==> src/rtl/tmds_channel_decoder.sv <==
// TMDS receive channel: word-boundary alignment on control tokens plus
// per-word decode into pixel data or control bits. One instance per channel.
module tmds_channel_decoder #(
    parameter int CTRL_RUN       = 16,
    parameter int SEARCH_TIMEOUT = 4096,
    parameter int SETTLE_CYCLES  = 8,
    parameter int LOSS_TIMEOUT   = 8192
) (
    input  logic       clk_pixel,
    input  logic       reset_n,
    input  logic [9:0] tmds_word,
    output logic       bitslip,
    output logic       aligned,
    output logic [3:0] slip_count,
    output logic [7:0] data,
    output logic       c0,
    output logic       c1,
    output logic       de
);

    localparam int SW = $clog2(SEARCH_TIMEOUT) + 1;
    localparam int TW = $clog2(SETTLE_CYCLES) + 1;
    localparam int RW = $clog2(CTRL_RUN) + 1;
    localparam int LW = $clog2(LOSS_TIMEOUT) + 1;

    typedef enum logic [1:0] {
        ST_SEARCH = 2'd0,
        ST_SETTLE = 2'd1,
        ST_CHECK  = 2'd2,
        ST_LOCKED = 2'd3
    } state_t;

    // Returns {is_token, c1, c0} for the four control tokens.
    function automatic logic [2:0] token_lookup(input logic [9:0] w);
        logic [2:0] r;
        case (w)
            10'b1101010100: r = 3'b100;
            10'b0010101011: r = 3'b101;
            10'b0101010100: r = 3'b110;
            10'b1010101011: r = 3'b111;
            default:        r = 3'b000;
        endcase
        return r;
    endfunction

    // Undo the optional inversion (q[9]) and the XOR/XNOR chain (q[8]).
    function automatic logic [7:0] tmds_data_decode(input logic [9:0] q);
        logic [7:0] v;
        logic [7:0] d;
        v    = q[9] ? ~q[7:0] : q[7:0];
        d[0] = v[0];
        for (int i = 1; i < 8; i++) begin
            d[i] = q[8] ? (v[i] ^ v[i-1]) : ~(v[i] ^ v[i-1]);
        end
        return d;
    endfunction

    logic [2:0]    tok_s;
    logic          tok_valid_s;

    state_t        state_r, state_s;
    logic [SW-1:0] search_cnt_r, search_cnt_s;
    logic [TW-1:0] settle_cnt_r, settle_cnt_s;
    logic [RW-1:0] run_cnt_r, run_cnt_s;
    logic [LW-1:0] loss_cnt_r, loss_cnt_s;
    logic          bitslip_r, bitslip_s;
    logic          aligned_r, aligned_s;
    logic [3:0]    slip_count_r, slip_count_s;

    logic [7:0]    data_r;
    logic          c0_r, c1_r, de_r;

    assign tok_s       = token_lookup(tmds_word);
    assign tok_valid_s = tok_s[2];

    // Alignment FSM: next state, counters and the registered status outputs.
    always_comb begin
        state_s      = state_r;
        search_cnt_s = search_cnt_r;
        settle_cnt_s = settle_cnt_r;
        run_cnt_s    = run_cnt_r;
        loss_cnt_s   = loss_cnt_r;
        bitslip_s    = 1'b0;
        aligned_s    = 1'b0;
        slip_count_s = slip_count_r;
        case (state_r)
            ST_SEARCH: begin
                // A token on the timeout cycle takes priority over slipping.
                if (tok_valid_s) begin
                    state_s      = ST_CHECK;
                    run_cnt_s    = RW'(1);
                    search_cnt_s = '0;
                end else if (search_cnt_r == SW'(SEARCH_TIMEOUT - 1)) begin
                    state_s      = ST_SETTLE;
                    bitslip_s    = 1'b1;
                    settle_cnt_s = '0;
                    search_cnt_s = '0;
                    slip_count_s = (slip_count_r == 4'd9) ? 4'd0 : slip_count_r + 4'd1;
                end else begin
                    search_cnt_s = search_cnt_r + SW'(1);
                end
            end
            ST_SETTLE: begin
                // Deserializer output is unreliable right after a slip.
                if (settle_cnt_r == TW'(SETTLE_CYCLES - 1)) begin
                    state_s      = ST_SEARCH;
                    search_cnt_s = '0;
                end else begin
                    settle_cnt_s = settle_cnt_r + TW'(1);
                end
            end
            ST_CHECK: begin
                if (tok_valid_s) begin
                    if (run_cnt_r == RW'(CTRL_RUN - 1)) begin
                        state_s    = ST_LOCKED;
                        aligned_s  = 1'b1;
                        loss_cnt_s = '0;
                    end else begin
                        run_cnt_s = run_cnt_r + RW'(1);
                    end
                end else begin
                    // Short blanking run: retry later without slipping.
                    state_s      = ST_SEARCH;
                    search_cnt_s = '0;
                end
            end
            ST_LOCKED: begin
                aligned_s = 1'b1;
                if (tok_valid_s) begin
                    loss_cnt_s = '0;
                end else if (loss_cnt_r == LW'(LOSS_TIMEOUT - 1)) begin
                    state_s      = ST_SEARCH;
                    aligned_s    = 1'b0;
                    search_cnt_s = '0;
                end else begin
                    loss_cnt_s = loss_cnt_r + LW'(1);
                end
            end
            default: begin
                state_s      = ST_SEARCH;
                search_cnt_s = '0;
            end
        endcase
    end

    // FSM state, counters and status output registers.
    always_ff @(posedge clk_pixel or negedge reset_n) begin
        if (!reset_n) begin
            state_r      <= ST_SEARCH;
            search_cnt_r <= '0;
            settle_cnt_r <= '0;
            run_cnt_r    <= '0;
            loss_cnt_r   <= '0;
            bitslip_r    <= 1'b0;
            aligned_r    <= 1'b0;
            slip_count_r <= 4'd0;
        end else begin
            state_r      <= state_s;
            search_cnt_r <= search_cnt_s;
            settle_cnt_r <= settle_cnt_s;
            run_cnt_r    <= run_cnt_s;
            loss_cnt_r   <= loss_cnt_s;
            bitslip_r    <= bitslip_s;
            aligned_r    <= aligned_s;
            slip_count_r <= slip_count_s;
        end
    end

    // Word decode, one cycle of latency, independent of alignment state.
    always_ff @(posedge clk_pixel or negedge reset_n) begin
        if (!reset_n) begin
            data_r <= 8'd0;
            c0_r   <= 1'b0;
            c1_r   <= 1'b0;
            de_r   <= 1'b0;
        end else if (tok_valid_s) begin
            data_r <= 8'd0;
            c1_r   <= tok_s[1];
            c0_r   <= tok_s[0];
            de_r   <= 1'b0;
        end else begin
            data_r <= tmds_data_decode(tmds_word);
            de_r   <= 1'b1;
        end
    end

    assign bitslip    = bitslip_r;
    assign aligned    = aligned_r;
    assign slip_count = slip_count_r;
    assign data       = data_r;
    assign c0         = c0_r;
    assign c1         = c1_r;
    assign de         = de_r;

endmodule

==> config.mk <==
export PLATFORM = sky130hd
export DESIGN_NAME = tmds_channel_decoder
export DESIGN_NICKNAME = d
export VERILOG_FILES = /design/src/rtl/tmds_channel_decoder.sv
export SDC_FILE = /design/constraint.sdc
export NUM_CORES = 1
export LEC_CHECK = 0
export CAP_MARGIN = 0
export CORE_MARGIN = 2
export CORE_UTILIZATION = 30
export CTS_BUF_LIST = sky130_fd_sc_hd__clkbuf_4
export CTS_CLUSTER_SIZE = 12
export DETAILED_ROUTE_END_ITERATION = 7
export MAX_ROUTING_LAYER = met4
export PLACE_DENSITY = 0.51
export SLEW_MARGIN = 15
export SYNTH_ARGS = -nofsm -noshare
export SYNTH_HDL_FRONTEND = slang
export SYNTH_SLANG_ARGS = --single-unit
==> constraint.sdc <==
create_clock -name clk_pixel -period 2.3 [get_ports clk_pixel]
set_clock_uncertainty 0.15 [all_clocks]
set_input_delay 0.345 -clock clk_pixel [delete_from_list [all_inputs] [get_ports clk_pixel]]
set_output_delay 0.345 -clock clk_pixel [all_outputs]
set_load 0.005 [all_outputs]
-- After elaboration in Yosys (flattened, before gate mapping)
Cells that the tools add are included.
- flip-flop bits (word level): 55
- input port bits: 12
- output and inout port bits: 17
- logic and storage cells: 117
- add/subtract/negate cells: 5
- equality and inequality tests: 26
- multiplexer cells: 48
- bitwise operators: 16
- reductions and logical operators: 10
- operators with widths (kind ; number):
    13-bit 2-to-1 mux ; 6
    14-bit 2-to-1 mux ; 4
    13-bit one-hot mux with 4 select lines ; 1
    14-bit one-hot mux with 2 select lines ; 1
    2-bit != test (second input constant) ; 11
    10-bit equality test (second input constant) ; 2
    4-bit 2-to-1 mux ; 4
    8-bit 2-to-1 mux ; 2
    4-bit AND reduction ; 4
    1-bit 2-to-1 mux ; 15
    5-bit 2-to-1 mux ; 3
    14-bit by 1-bit adder with 14-bit output (second input constant) ; 1
    14-bit by 13-bit equality test with 1-bit output (second input constant) ; 1
    2-bit 2-to-1 mux ; 7
    13-bit by 1-bit adder with 13-bit output (second input constant) ; 1
    13-bit by 12-bit equality test with 1-bit output (second input constant) ; 1
    3-bit one-hot mux with 4 select lines ; 1
    10-bit by 8-bit equality test with 1-bit output (second input constant) ; 1
    10-bit by 9-bit equality test with 1-bit output (second input constant) ; 1
    5-bit one-hot mux with 2 select lines ; 1
    3-bit != test (second input constant) ; 3
    4-bit by 1-bit adder with 4-bit output (second input constant) ; 2
    1-bit NOT ; 8
    8-bit NOT ; 1
    other kinds (14) ; 23

-- Longest topological paths before layout
- depth after elaboration: 6
- depth in mapped cells: 8
- depth with buffers taken out: 8

-- Worst setup path before layout
OpenSTA, ideal clock, no wires.
- path kind: register to register
- start point: register search_cnt_r[0]
- end point: register search_cnt_r[4]
- setup time: 0.124 ns
- data arrival time: 1.759 ns
- data required time: 2.026 ns
- path slack: 0.267 ns
- stages on the path, launching flop included: 8
- buffers on the path: 1
- period minus slack after synthesis: 2.033 ns
- path through: dfrtp_1 > ha_1 > nand4_1 > nor4_2 > nor4b_2 > clkbuf_1 > and3_1 > a211o_1
- cells in the longest elaborated chain, start to end: 4
- RTL lines (what ; line ; RTL):
    start, declared ; 62 ; logic [SW-1:0] search_cnt_r, search_cnt_s;
    start signal, assigned ; 159 ; search_cnt_r <= search_cnt_s;
    13-bit by 1-bit adder with 13-bit output or 13-bit by 12-bit equality test with 1-bit output (tied branches) ; 100, 93 ;
    13-bit 2-to-1 mux (*) ; 93 ; end else if (search_cnt_r == SW'(SEARCH_TIMEOUT - 1)) begin
    13-bit 2-to-1 mux (*) ; 89 ; if (tok_valid_s) begin
    13-bit one-hot mux with 4 select lines (*) ; 86 ; case (state_r)
Mark *: on every way between the ends. The rest lies on a longest branch, timed or not.
A chain may end at the register's enable or synchronous reset.

-- Final worst setup path
- start point: input tmds_word[5]
- end point: register loss_cnt_r[11]
- cells in the longest elaborated chain, start to end: 4
- RTL lines (what ; line ; RTL):
    start, declared ; 11 ; input logic [9:0] tmds_word,
    10-bit equality test (tied with other cells) ; 36 ; case (w)
    3-bit one-hot mux with 4 select lines (*) ; 36 ;
    3-bit != test (no source line) (tied with other cells) ; - ;
    4-bit AND reduction (no source line) or 14-bit one-hot mux with 2 select lines (tied branches) ; - ;
    end signal, assigned ; 162 ; loss_cnt_r <= loss_cnt_s;
    end, declared ; 65 ; logic [LW-1:0] loss_cnt_r, loss_cnt_s;
Marks and branches as above.

==> impl_metrics.ini <==
[cts]
insertion_delay_ns = 0.37
root_buffer = clkbuf_4
path_clk_slew_ns = 0.16
cts_sinks = 55
cts.htree.levels = 2
numCtsBuffers = 5
clockBufferDepth = 2
cts_tree = yes

[setup_path]
end_kind = flip-flop
cp-start-kind = input port
crit_path_max_incr_delay_ns = 0.50
r2r_cells = 7
r2r-end = search_cnt_r[11]
critPathBufInv = 3
crit_chain = clkdlybuf4s50_1 -> nor4bb_1 -> nand3_1 -> buf_4 -> nand2_1 -> buf_4 -> nor4_1 -> a211o_1
rr_startpoint = search_cnt_r[0]
reg2reg_setup_slack_ns = 0.16
required_ns = 2.42
cpMostUsedCell = buf_4
arrival_ns = 2.32
crit_fanout = 7
cp_top_family = buffers and inverters
worst_path_max_delay_cell = clkdlybuf4s50_1
critPathKind = input port to flip-flop

[cells_and_area]
multi_input_area_sq_mm = 0.001425
drive_gt1_share_pct = 19.10
fin_area_sq_mm = 0.003699
seqCellArea_sq_mm = 0.001376
diodes = 0
fin_nets = 372
finalNonFillerCells = 485
n_fill_cell = 929
syn2layout_area_growth_pct = 29.88

[detailed_routing]
via_per_inst = 4.740
antenna_left = 0
dr_total_vias = 2299
dr.pass1.iters = 4
wl_per_cell_microns = 12.65
drt_iter0_markers = 80
drc = 0
routed_wirelength_microns = 6135

[floorplanning]
die_h_microns = 101.4
rows = 35
die_x_microns = 101.4
coreArea_sq_mm = 0.009240
initial_core_util_pct = 30.82
dieArea_sq_mm = 0.01029
ios = 29

[grt]
grtUsageMet1_pct = 17.94
met2_usage_pct = 20.07
top_usage_layer = met2
grt_pass1_wl_microns = 10590
grt_util_all_layers_pct = 13.02
first_global_vias = 2279
grt.overflow.total = 0
antenna_found_initial = 0
grt_max_degree = 38
met3_usage_pct = 2.346

[power]
p_per_area_mw_per_mm2 = 640.6
internal_power_w = 0.001615
seq_power_share_pct = 49.9
swShare_pct = 31.82
p_clk_share_pct = 18.0
power_switching_w = 0.0007540
power_frac_comb_pct = 32.1
power_leakage_nw = 1.627
ir_drop_uv = 407.8

[logic_synthesis]
yosysTopAreaCell = dfrtp_1
synth_common_cells = dfrtp_1 (55), nor2_1 (27), nand3_1 (22)
yosysWarnings = 0
synth_most_common_cell = dfrtp_1
syn_inst = 281
syn_nets = 298
synth_ff_type = dfrtp_1
ys_ff_latch = 55
synth_area_leaders = dfrtp_1 (48%), xnor2_1 (6.2%), nand3_1 (3.9%)
synth_edf_count = 0
async_flop_share_pct = 100.0
synth_area_per_cell_sq_um = 10.13
netlist_area_sq_mm = 0.002848
synth.distinct_cells = 56
ys_seq_area_share_pct = 48.33
yosysTopAreaCellShare_pct = 48.33

[status]
status = completed

[place]
port_buffers = 28
dp_hpwl_microns = 4593
routabilityCongestion = 0.8100
placedInstanceArea_sq_mm = 0.003592
dp_slack_ns = -0.5264
dp.cells = 474

[sta]
final.period_utilization_pct = 95.67
tightestPinTransition_ns = 0.4492
finalHoldViolCount = 0
period_needed_ns = 2.200
fmax_mhz = 454.5
fin_ws_ns = 0.09969
drv_slew = 0
setup_viol = 0
relSlewSlack_pct = 69.82

[min_path]
hold_class = input port to async pin

[run]
drv_cap = 0
-- per-stage QoR --
stage	hold slack (ns)	util (%)	power, W	TNS (ns)
6_report	0.2790	40.03	0.002369	0
5_1_grt	0.2993	40.03	0.002543	-0.004064
4_1_cts	0.2807	39.61	0.002395	-1.308
3_5_place_dp	0.1703	38.88	0.001944	-11.77
3_3_place_gp	0.1738	38.88	0.001937	-10.18
2_1_floorplan	-0.1006	-	0.001599	0
-- cells by family after synthesis --
family	synth area share (%)
adders and majority gates	2.197
buffers and inverters	2.460
and+or+nand+nor	28.03
AOI/OAI and AO/OA	11.38
xor gates and xnor gates	6.459
DFF	48.33
muxes	1.142
-- placed cells by master, fill, tap and decap left out, drive strengths merged, types with 3 or more instances in the layout --
cell type	Yosys	layout
a211o	6	6
clkbuf	3	6
clkdlybuf4s50	0	27
o21ai	11	11
and3	12	12
xnor2	20	20
or2	3	3
or3	4	4
a21oi	5	5
ha	5	5
nand4	10	10
nand2	17	17
nor2	28	28
nor3	16	16
buf	3	45
dfrtp	55	55
nand3	22	22
nor2b	5	5
nor4	4	4
nor3b	4	4
inv	10	10
a221o	5	5
-- registers in the layout, indices dropped and copies added (netlist names), 2 cells and up --
signal	count
loss_cnt_r	14
search_cnt_r	13
data	8
run_cnt_r	5
settle_cnt_r	4
slip_count	4
state_r	2
-- power groups by stage --
stage | sequential, W | clock [W] | combinational, W
after floorplan | 0.00120 | 0 | 0.000400
after global placement | 0.00120 | 0 | 0.000739
after detailed placement | 0.00120 | 0 | 0.000744
after CTS | 0.00118 | 0.000463 | 0.000750
after global routing | 0.00120 | 0.000492 | 0.000847
final | 0.00118 | 0.000427 | 0.000760
-- area by class of cell --
type	count	area share, %
Clock buffer	6	1.218
Clock inverter	2	0.3383
Inverter	10	1.015
Multi-Input combinational cell	210	38.53
Sequential cell	55	37.21
Tap cell	129	4.364
Timing Repair Buffer	73	17.32
-- worst max path at each step --
stage                               start          endpoint  slack, ns  cells after the start
after floorplan           search_cnt_r[0]   search_cnt_r[4]       0.27                      7
after global placement       tmds_word[2]   search_cnt_r[0]      -0.50                      6
after detailed placement     tmds_word[2]  search_cnt_r[10]      -0.53                      6
after CTS                 search_cnt_r[0]   search_cnt_r[9]      -0.14                      6
after global routing      search_cnt_r[0]     slip_count[2]     -0.004                      8
final                        tmds_word[5]    loss_cnt_r[11]        0.1                      8
-- metal layers --
metal	up-vias	wire, microns
met5	-	0
met4	0	34
met3	2	94
met2	16	2816
met1	1102	3190
li1	1179	-
-- worst register-to-register path, cell delays in order (launching register included) --
cell and delay [ns]:
dfrtp_1 0.41, ha_1 0.21, nand4_1 0.20, nor4_4 0.07, or4b_1 0.54, buf_12 0.17
nor4_2 0.21, a221o_1 0.14
-- repair_timing --
item                                   4_1_cts  5_1_grt
pin swaps                                    0        3
buffers inserted                             0        2
gates resized for setup                      0        2
setup endpoints to repair                   15       23
endpoints found under the hold margin       18        0
hold buffers                                 1        0
Power figures use the tool's default switching activity.
